**config.mk**
```make
export PLATFORM = sky130hd
export DESIGN_NAME = des_key_schedule
export DESIGN_NICKNAME = d
export VERILOG_FILES = /design/src/rtl/des_key_schedule.sv
export SDC_FILE = /design/constraint.sdc
export NUM_CORES = 1
export LEC_CHECK = 0
export ABC_AREA = 1
export CAP_MARGIN = 30
export CELL_PAD_IN_SITES_DETAIL_PLACEMENT = 1
export CELL_PAD_IN_SITES_GLOBAL_PLACEMENT = 1
export CORE_ASPECT_RATIO = 1.1
export CORE_MARGIN = 2
export CORE_UTILIZATION = 40
export DETAILED_ROUTE_END_ITERATION = 8
export GPL_TIMING_DRIVEN = 0
export PLACE_DENSITY = 0.95
export SLEW_MARGIN = 20
export SYNTH_ARGS = -nofsm -noshare
export SYNTH_HDL_FRONTEND = slang
export SYNTH_SLANG_ARGS = --single-unit
```
**constraint.sdc**
```tcl
create_clock -name i_clk -period 3.8 [get_ports i_clk]
set_input_delay 0.57 -clock i_clk [delete_from_list [all_inputs] [get_ports i_clk]]
set_output_delay 0.57 -clock i_clk [all_outputs]
set_load 0.05 [all_outputs]
```
**src/rtl/des_key_schedule.sv**
```systemverilog
// des_key_schedule
// Sequential DES key-schedule generator. PC-1 is applied once when a start
// is accepted. The 16 round keys are then presented one per accepted cycle,
// either K1..K16 (encrypt) or K16..K1 (decrypt).
//
// Ports:
//   i_clk      - system clock, rising edge
//   i_rst      - synchronous active-high reset
//   i_start    - start request (accepted in IDLE, or on the last-key accept)
//   i_key      - 64-bit DES key, i_key[63] is DES bit 1
//   i_decrypt  - order select latched with the start (1 = K16..K1)
//   i_ready    - downstream accepts o_rd_key this cycle
//   o_kv       - o_rd_key valid
//   o_rd_key   - 48-bit round key, PC-2 bit 1 at [47]
//   o_round    - index of the presented key (0..15 = K1..K16)
//   o_busy     - schedule in progress
//   o_par_err  - last accepted key had a byte with even parity
module des_key_schedule #(
    parameter logic [15:0] SHIFT_MAP    = 16'h8103,
    parameter bit          PARITY_CHECK = 1'b1
) (
    input  logic        i_clk,
    input  logic        i_rst,
    input  logic        i_start,
    input  logic [63:0] i_key,
    input  logic        i_decrypt,
    input  logic        i_ready,
    output logic        o_kv,
    output logic [47:0] o_rd_key,
    output logic [3:0]  o_round,
    output logic        o_busy,
    output logic        o_par_err
);

    typedef enum logic {ST_IDLE, ST_RUN} state_t;

    // PC-1: DES input bit number (1 = MSB) for each of the 56 output bits.
    localparam int PC1_TAB [56] = '{
        57, 49, 41, 33, 25, 17,  9,
         1, 58, 50, 42, 34, 26, 18,
        10,  2, 59, 51, 43, 35, 27,
        19, 11,  3, 60, 52, 44, 36,
        63, 55, 47, 39, 31, 23, 15,
         7, 62, 54, 46, 38, 30, 22,
        14,  6, 61, 53, 45, 37, 29,
        21, 13,  5, 28, 20, 12,  4
    };

    // PC-2: C/D bit number (1 = MSB of C) for each of the 48 key bits.
    localparam int PC2_TAB [48] = '{
        14, 17, 11, 24,  1,  5,
         3, 28, 15,  6, 21, 10,
        23, 19, 12,  4, 26,  8,
        16,  7, 27, 20, 13,  2,
        41, 52, 31, 37, 47, 55,
        30, 40, 51, 45, 33, 48,
        44, 49, 39, 56, 34, 53,
        46, 42, 50, 36, 29, 32
    };

    state_t      state_q, state_d;
    logic [27:0] c_q, c_d;
    logic [27:0] d_q, d_d;
    logic [3:0]  s_q, s_d;
    logic [3:0]  round_q, round_d;
    logic [47:0] key_q, key_d;
    logic        mode_q, mode_d;
    logic        par_q, par_d;

    logic [55:0] pc1_w;
    logic [55:0] cd_next;
    logic [47:0] pc2_w;
    logic [7:0]  byte_bad;
    logic        par_w;
    logic        load_key;
    logic        kv, accept, last_acc, start_acc;
    logic [3:0]  s_inc, s_rev;

    function automatic logic [27:0] rot_l(input logic [27:0] x, input logic by1);
        return by1 ? {x[26:0], x[27]} : {x[25:0], x[27:26]};
    endfunction

    function automatic logic [27:0] rot_r(input logic [27:0] x, input logic by1);
        return by1 ? {x[0], x[27:1]} : {x[1:0], x[27:2]};
    endfunction

    genvar gi;
    generate
        for (gi = 0; gi < 56; gi++) begin : g_pc1
            assign pc1_w[55-gi] = i_key[64-PC1_TAB[gi]];
        end
        // PC-2 is applied to the next C/D value so the key register is
        // loaded in the same edge as the rotation.
        for (gi = 0; gi < 48; gi++) begin : g_pc2
            assign pc2_w[47-gi] = cd_next[56-PC2_TAB[gi]];
        end
        for (gi = 0; gi < 8; gi++) begin : g_par
            assign byte_bad[gi] = ~(^i_key[8*gi +: 8]);
        end
        if (PARITY_CHECK) begin : g_par_on
            assign par_w = |byte_bad;
        end else begin : g_par_off
            assign par_w = 1'b0;
        end
    endgenerate

    assign kv        = (state_q == ST_RUN);
    assign accept    = kv & i_ready;
    assign last_acc  = accept & (s_q == 4'd15);
    assign start_acc = i_start & (~kv | last_acc);
    assign s_inc     = s_q + 4'd1;
    assign s_rev     = 4'd15 - s_q;

    always_comb begin
        state_d  = state_q;
        c_d      = c_q;
        d_d      = d_q;
        s_d      = s_q;
        round_d  = round_q;
        mode_d   = mode_q;
        par_d    = par_q;
        load_key = 1'b0;
        if (start_acc) begin
            state_d  = ST_RUN;
            s_d      = 4'd0;
            mode_d   = i_decrypt;
            par_d    = par_w;
            load_key = 1'b1;
            if (i_decrypt) begin
                // C16/D16 equal C0/D0 since the total rotation is 28.
                c_d     = pc1_w[55:28];
                d_d     = pc1_w[27:0];
                round_d = 4'd15;
            end else begin
                c_d     = rot_l(pc1_w[55:28], SHIFT_MAP[0]);
                d_d     = rot_l(pc1_w[27:0], SHIFT_MAP[0]);
                round_d = 4'd0;
            end
        end else if (last_acc) begin
            // Key and round registers keep their last value.
            state_d = ST_IDLE;
        end else if (accept) begin
            s_d      = s_inc;
            load_key = 1'b1;
            if (mode_q) begin
                // Undo the rotation of round 16-s to step back one key.
                c_d     = rot_r(c_q, SHIFT_MAP[s_rev]);
                d_d     = rot_r(d_q, SHIFT_MAP[s_rev]);
                round_d = 4'd14 - s_q;
            end else begin
                c_d     = rot_l(c_q, SHIFT_MAP[s_inc]);
                d_d     = rot_l(d_q, SHIFT_MAP[s_inc]);
                round_d = s_inc;
            end
        end
    end

    assign cd_next = {c_d, d_d};

    always_comb begin
        key_d = key_q;
        if (load_key) begin
            key_d = pc2_w;
        end
    end

    always_ff @(posedge i_clk) begin
        if (i_rst) begin
            state_q <= ST_IDLE;
            c_q     <= '0;
            d_q     <= '0;
            s_q     <= '0;
            round_q <= '0;
            key_q   <= '0;
            mode_q  <= 1'b0;
            par_q   <= 1'b0;
        end else begin
            state_q <= state_d;
            c_q     <= c_d;
            d_q     <= d_d;
            s_q     <= s_d;
            round_q <= round_d;
            key_q   <= key_d;
            mode_q  <= mode_d;
            par_q   <= par_d;
        end
    end

    assign o_kv      = kv;
    assign o_busy    = kv;
    assign o_rd_key  = key_q;
    assign o_round   = round_q;
    assign o_par_err = par_q;

endmodule

```
=== After elaboration in Yosys (flattened, before gate mapping) ===
Memories as Yosys holds them, arrays and structs flattened.
Cells that the tools add are included.

* Word-level logic and storage cells: 73
* Input bits: 69
* ROM bits: 32
* Memory bits (writable): 0
* Memories kept: 2
* Bits in registers: 115
* Bits in latches: 0
* Output and inout port bits: 55

{| class="wikitable"
|+ Memories
! name !! depth !! width !! read ports !! clocked after memory_dff !! write ports !! RTL line !! source
|-
| (no name shown) || 16 || 1 || 1 || 0 || 0 || 152 || <nowiki>d_d = rot_l(d_q, SHIFT_MAP[s_inc]);</nowiki>
|-
| (no name shown) || 16 || 1 || 1 || 0 || 0 || 148 || <nowiki>d_d = rot_r(d_q, SHIFT_MAP[s_rev]);</nowiki>
|}

* Magnitude comparators: 2
* Bitwise operators: 14
* Muxes and demuxes: 26
* Divide/modulo/power cells: 0
* Reductions and logical operators: 14
* Eq/ne operators: 2
* Shifts and indexed selects: 0
* $add $sub $neg: 3
* Multipliers: 0

{| class="wikitable"
|+ Operators by type and width
! cell !! count
|-
| 28-bit two-way mux || 14
|-
| 8-bit XOR reduction || 8
|-
| 4-bit two-way mux || 5
|-
| 4-bit by 5-bit < comparator with 1-bit output, second input constant || 2
|-
| 1-bit NOT || 10
|-
| 8-bit OR reduction || 1
|-
| 4-bit subtractor, first input constant || 2
|-
| 1-bit two-way mux || 7
|-
| 4-bit by 1-bit adder with 4-bit output, second input constant || 1
|-
| 4-bit == test, second input constant || 1
|-
| 2-bit AND reduction || 2
|-
| 2-bit nonzero test || 2
|-
| 1-bit AND || 3
|-
| 2-bit by 1-bit != test with 1-bit output, second input constant || 1
|-
| 2-bit OR reduction || 1
|-
| 1-bit OR || 1
|}

=== Logic depth before layout (Yosys ltp) ===
* Word-level depth: 8
* Mapped depth: 17
* Depth with buffers taken out: 16

=== Worst setup path before layout ===
Ideal clock, no wire load.

* Kind: register -> register
* Start point: register s_q[0]
* End point: register c_q[25]
* Clock period less this slack: 1,846 ps
* Path buffers: 1
* Data required time: 3,691 ps
* Setup time: 109 ps
* Arrival: 1,737 ps
* Stages on the path, launching flop included: 14
* Setup slack: 1,954 ps
* Path through: dfxtp_1 inv_1 ha_1 inv_1 nand2_2 nand2_1 o21ai_2 buf_2 nand2_1 nand3_1 nand3_1 nand3_1 nand2_1 inv_1

* Longest elaborated chain between the ends: 8
* Elaborated cells on any way between the ends: 16
* Those cells by class: add/sub: 2; eq/ne: 1; mux: 8; bitwise: 3; memory: 2

{| class="wikitable"
|+ RTL lines
! item !! RTL line !! source
|-
| start: declaration || 64 || <nowiki>logic [3:0] s_q, s_d;</nowiki>
|-
| start signal: assignment || 172 || <nowiki>s_q <= '0;</nowiki>
|-
| start signal: assignment || 181 || <nowiki>s_q <= s_d;</nowiki>
|-
| 4-bit by 1-bit adder with 4-bit output || 111 || <nowiki>assign s_inc = s_q + 4'd1;</nowiki>
|-
| named net s_inc[0] || 77 || <nowiki>logic [3:0] s_inc, s_rev;</nowiki>
|-
| memory 16 x 1 bit || -- ||
|-
| 1-bit two-way mux || -- ||
|-
| 28-bit two-way mux || 80 || <nowiki>return by1 ? {x[26:0], x[27]} : {x[25:0], x[27:26]};</nowiki>
|-
| 28-bit two-way mux || 145 || <nowiki>if (mode_q) begin</nowiki>
|-
| 28-bit two-way mux || 142 || <nowiki>end else if (accept) begin</nowiki>
|-
| 28-bit two-way mux || 139 || <nowiki>end else if (last_acc) begin</nowiki>
|-
| 28-bit two-way mux || 123 || <nowiki>if (start_acc) begin</nowiki>
|-
| end signal: assignment || 170 || <nowiki>c_q <= '0;</nowiki>
|-
| end signal: assignment || 179 || <nowiki>c_q <= c_d;</nowiki>
|-
| end: declaration || 62 || <nowiki>logic [27:0] c_q, c_d;</nowiki>
|}

The timed path passes the listed nets, and every way through them passes these cells. The select of a mux whose other input is x is not followed.
A chain may end at the register's enable or synchronous reset.

=== Worst setup path in the final report ===
* Start point: register s_q[1]
* End point: register key_q[22], in the netlist o_rd_key[22]

* Longest elaborated chain between the ends: 8
* Elaborated cells on any way between the ends: 18
* Those cells by class: add/sub: 2; eq/ne: 1; mux: 10; bitwise: 3; memory: 2

{| class="wikitable"
|+ RTL lines
! item !! RTL line !! source
|-
| 4-bit by 1-bit adder with 4-bit output or 4-bit subtractor (tied branches) || 111, 112 ||
|-
| memory 16 x 1 bit (on tied branches) || -- ||
|-
| 1-bit two-way mux (on tied branches) || 152, 148 ||
|-
| 28-bit two-way mux (on tied branches) || 80, 84 ||
|-
| 28-bit two-way mux || 145 ||
|-
| 28-bit two-way mux || 142 ||
|-
| 28-bit two-way mux || 139 ||
|-
| 28-bit two-way mux || 123 ||
|-
| end signal: assignment || 183 || <nowiki>key_q <= key_d;</nowiki>
|-
| end: declaration || 66 || <nowiki>logic [47:0] key_q, key_d;</nowiki>
|}

Several ways; a longest one is shown, not always the timed one. The select of a mux whose other input is x is not followed.

==> flow_metrics.tcl <==
set metrics [dict create \
    cts_tree "built" \
    synthDistinctLibCells 26 \
    post-cts-setup-buffer-count 0 \
    total_leakage_power_nw 5.82 \
    initial_core_util 0.405 \
    fin_crit_ps 2720 \
    power_density_mw_per_mm2 405 \
    crit_path_top_delay_cell "dfxtp_1" \
    cp_cell_sequence "ha_1 > nand3_1 > nor2_1 > o21ai_4 > nand2_1 > clkbuf_1 > o21ai_0 > inv_1 > nand2_1 > inv_1" \
    grt_pass1_vias 11500 \
    slew_headroom 0.447 \
    place_hpwl_mm 30.0 \
    max-cap-violations 0 \
    pin_count 124 \
    cp.buffers_inverters 3 \
    syn-cell-area_mm2 0.00859 \
    die_w_um 144 \
    synth_area_leaders "dfxtp_1, nand2_1, nand3_1" \
    start_kind "flop" \
    avgSynthCellArea_um2 5.63 \
    final_util 0.507 \
    synth_top_area_share 0.268 \
    hold_viol_final 0 \
    cp_max_fo 10 \
    routedWlPerCell_um 21.0 \
    clk_latency_ps 450 \
    crit_path_max_incr_delay_ps 520 \
    postRouteWirelength_mm 41.4 \
    grt_setup_unrepaired "no" \
    cts_root_buffer "clkbuf_16" \
    clockBufferDepth 2 \
    ant_nets 0 \
    core-area_mm2 0.0212 \
    timing.fmax_ghz 0.368 \
    cts_hold_buf 0 \
    port_buffers 123 \
    finClkSkew_ps 13.2 \
    drt_first_pass_iters 6 \
    hold_path_class "reg -> reg" \
    fin_setup_tns_ps 0 \
    setup_viol 0 \
    fin_nets 1742 \
    cp_top_family "simple AND/OR/NAND/NOR gates" \
    synth_nets 1600 \
    end_kind "flop" \
    fillers 2957 \
    tightest_slew_ps 829 \
    diodes 0 \
    grt_pass1_wl_mm 63.4 \
    cts.sinks 115 \
    place_congestion 0.968 \
    ys_seq_area_frac 0.268 \
    area_growth_pct 25.2 \
    path_class "reg -> reg" \
    yosysWarnings 0 \
    core.rowCount 56 \
    critPathArrivalTime_ps 3100 \
    gr-usage-all-layers 0.366 \
    numCtsBuffers 17 \
    drt_iter0_drc 1294 \
    syn_inst 1526 \
    synth_top_cell_by_area "dfxtp_1" \
    die_area_mm2 0.0227 \
    required_ps 4180 \
    ys_ff_latch 115 \
    vias 11200 \
    clk_pin_slew_worst_paths_ps 60 \
    peakVddDrop_mv 0.340 \
    grt_start_max_net_pins 17 \
    drive_above_1_share 0.0565 \
    status "complete, no violations" \
    final-max-slew-violation-count 0 \
    antenna_found_initial 0 \
    drc 0 \
    via_per_inst 5.70 \
    post_cts_resized 0 \
    whs_ps 495 \
    fin_crit_sh 0.716 \
    grt_overflow 0 \
    dieHeight_um 158 \
    htree_levels 4 \
]
routing by layer:
| metal | wire (um) | track usage | up-vias |
|---|---|---|---|
| li1 | - | - | 4994 |
| met1 | 16100 | 0.449 | 5337 |
| met2 | 19500 | 0.611 | 713 |
| met3 | 3740 | 0.0665 | 191 |
| met4 | 2140 | 0.189 | 0 |
| met5 | 0 | 0 | - |
cells in the final DEF (no fill, tap or decap):
cell type,count
clkinv_4,5
a21oi_1,60
clkbuf_16,17
dfxtp_1,115
nand2b_1,1
inv_1,237
nand2_1,567
nor2_1,28
clkdlybuf4s50_1,123
ha_1,5
inv_6,8
buf_4,7
nand4_1,2
buf_6,3
xor2_1,14
o21ai_0,123
buf_2,31
xnor2_1,41
nand3_1,203
buf_1,8
or2_2,2
a31oi_1,4
nand2_2,7
bufinv_16,1
o21ai_2,1
o21ai_4,1
o211ai_1,5
clkbuf_1,41
o21ai_1,9
nand2_4,2
inv_2,10
worst register-to-register path, stage by stage (launching register included):
cell and delay, ps:
dfxtp_1 520, ha_1 290, nand3_1 130, nor2_1 230
o21ai_4 160, nand2_1 380, clkbuf_1 450, o21ai_0 230
inv_1 130, nand2_1 70, inv_1 70
synth_stat cells:
library cell	number
xor2_1	14
o211ai_1	5
buf_1	8
xnor2_1	41
o21ai_1	9
nand2_4	2
dfxtp_1	115
o21ai_2	1
nand2b_1	1
buf_4	7
ha_1	5
or2_2	2
nand2_1	567
nand2_2	7
buf_6	3
clkbuf_1	40
nor2_1	28
a31oi_1	4
buf_2	31
nand3_1	203
a21oi_1	60
inv_2	10
o21ai_4	1
inv_1	237
o21ai_0	123
nand4_1	2
power breakdown:
part,internal [mW],total [mW],leakage [nW],switching [mW]
Combinational,0.431,1.34,4.59,0.905
Clock,0.920,1.64,0.282,0.716
Sequential,1.30,1.39,0.946,0.0876
Total,2.65,4.36,5.82,1.71
flip-flops by register name, summed over array words and instances (netlist names):
name,cells
o_rd_key,48
c_q,28
d_q,28
o_round,4
s_q,4
mode_q,1
o_busy,1
o_par_err,1
metrics by stage:
stage | std cells | worst slack [ps] | power, mW | cell area [um2]
after floorplan | 1526 | 1950 | 2.19 | 8590
after global placement | 1939 | 1060 | 2.61 | 10200
after detailed placement | 1939 | 1050 | 2.67 | 10200
after CTS | 1971 | 1180 | 4.30 | 10800
after global routing | 1971 | 944 | 4.48 | 10800
final | 1971 | 1080 | 4.36 | 10800
final timing paths:
kind | start | end | slack, ps | depth (start not counted)
max | s_q[1]$_SDFFE_PP0P_ | o_rd_key[22]$_SDFFE_PP0P_ | 1080 | 10
min | o_round[2]$_SDFFE_PP0P_ | o_round[2]$_SDFFE_PP0P_ | 490 | 2
max reg2reg | s_q[1]$_SDFFE_PP0P_ | o_rd_key[22]$_SDFFE_PP0P_ | 1080 | 10
min reg2reg | o_round[2]$_SDFFE_PP0P_ | o_round[2]$_SDFFE_PP0P_ | 490 | 2
cells by family after synthesis:
kind of cell	after synthesis	share of synthesized area
buf+inv	336	0.157
compound gates	203	0.122
xor+xnor	55	0.0561
flops	115	0.268
fa+ha+maj	5	0.00728
simple gates	812	0.390
layout make-up:
type	count	area [um2]	area share
clock inverter	14	144	0.0134
tap	290	363	0.0337
timing repair buffer	123	1230	0.114
sequential	115	2300	0.214
buffer	89	422	0.0392
multi-input combinational	1075	4940	0.459
inverter	247	927	0.0862
clock buffer	18	429	0.0399
Note: power is estimated with default switching activity, not from simulation.
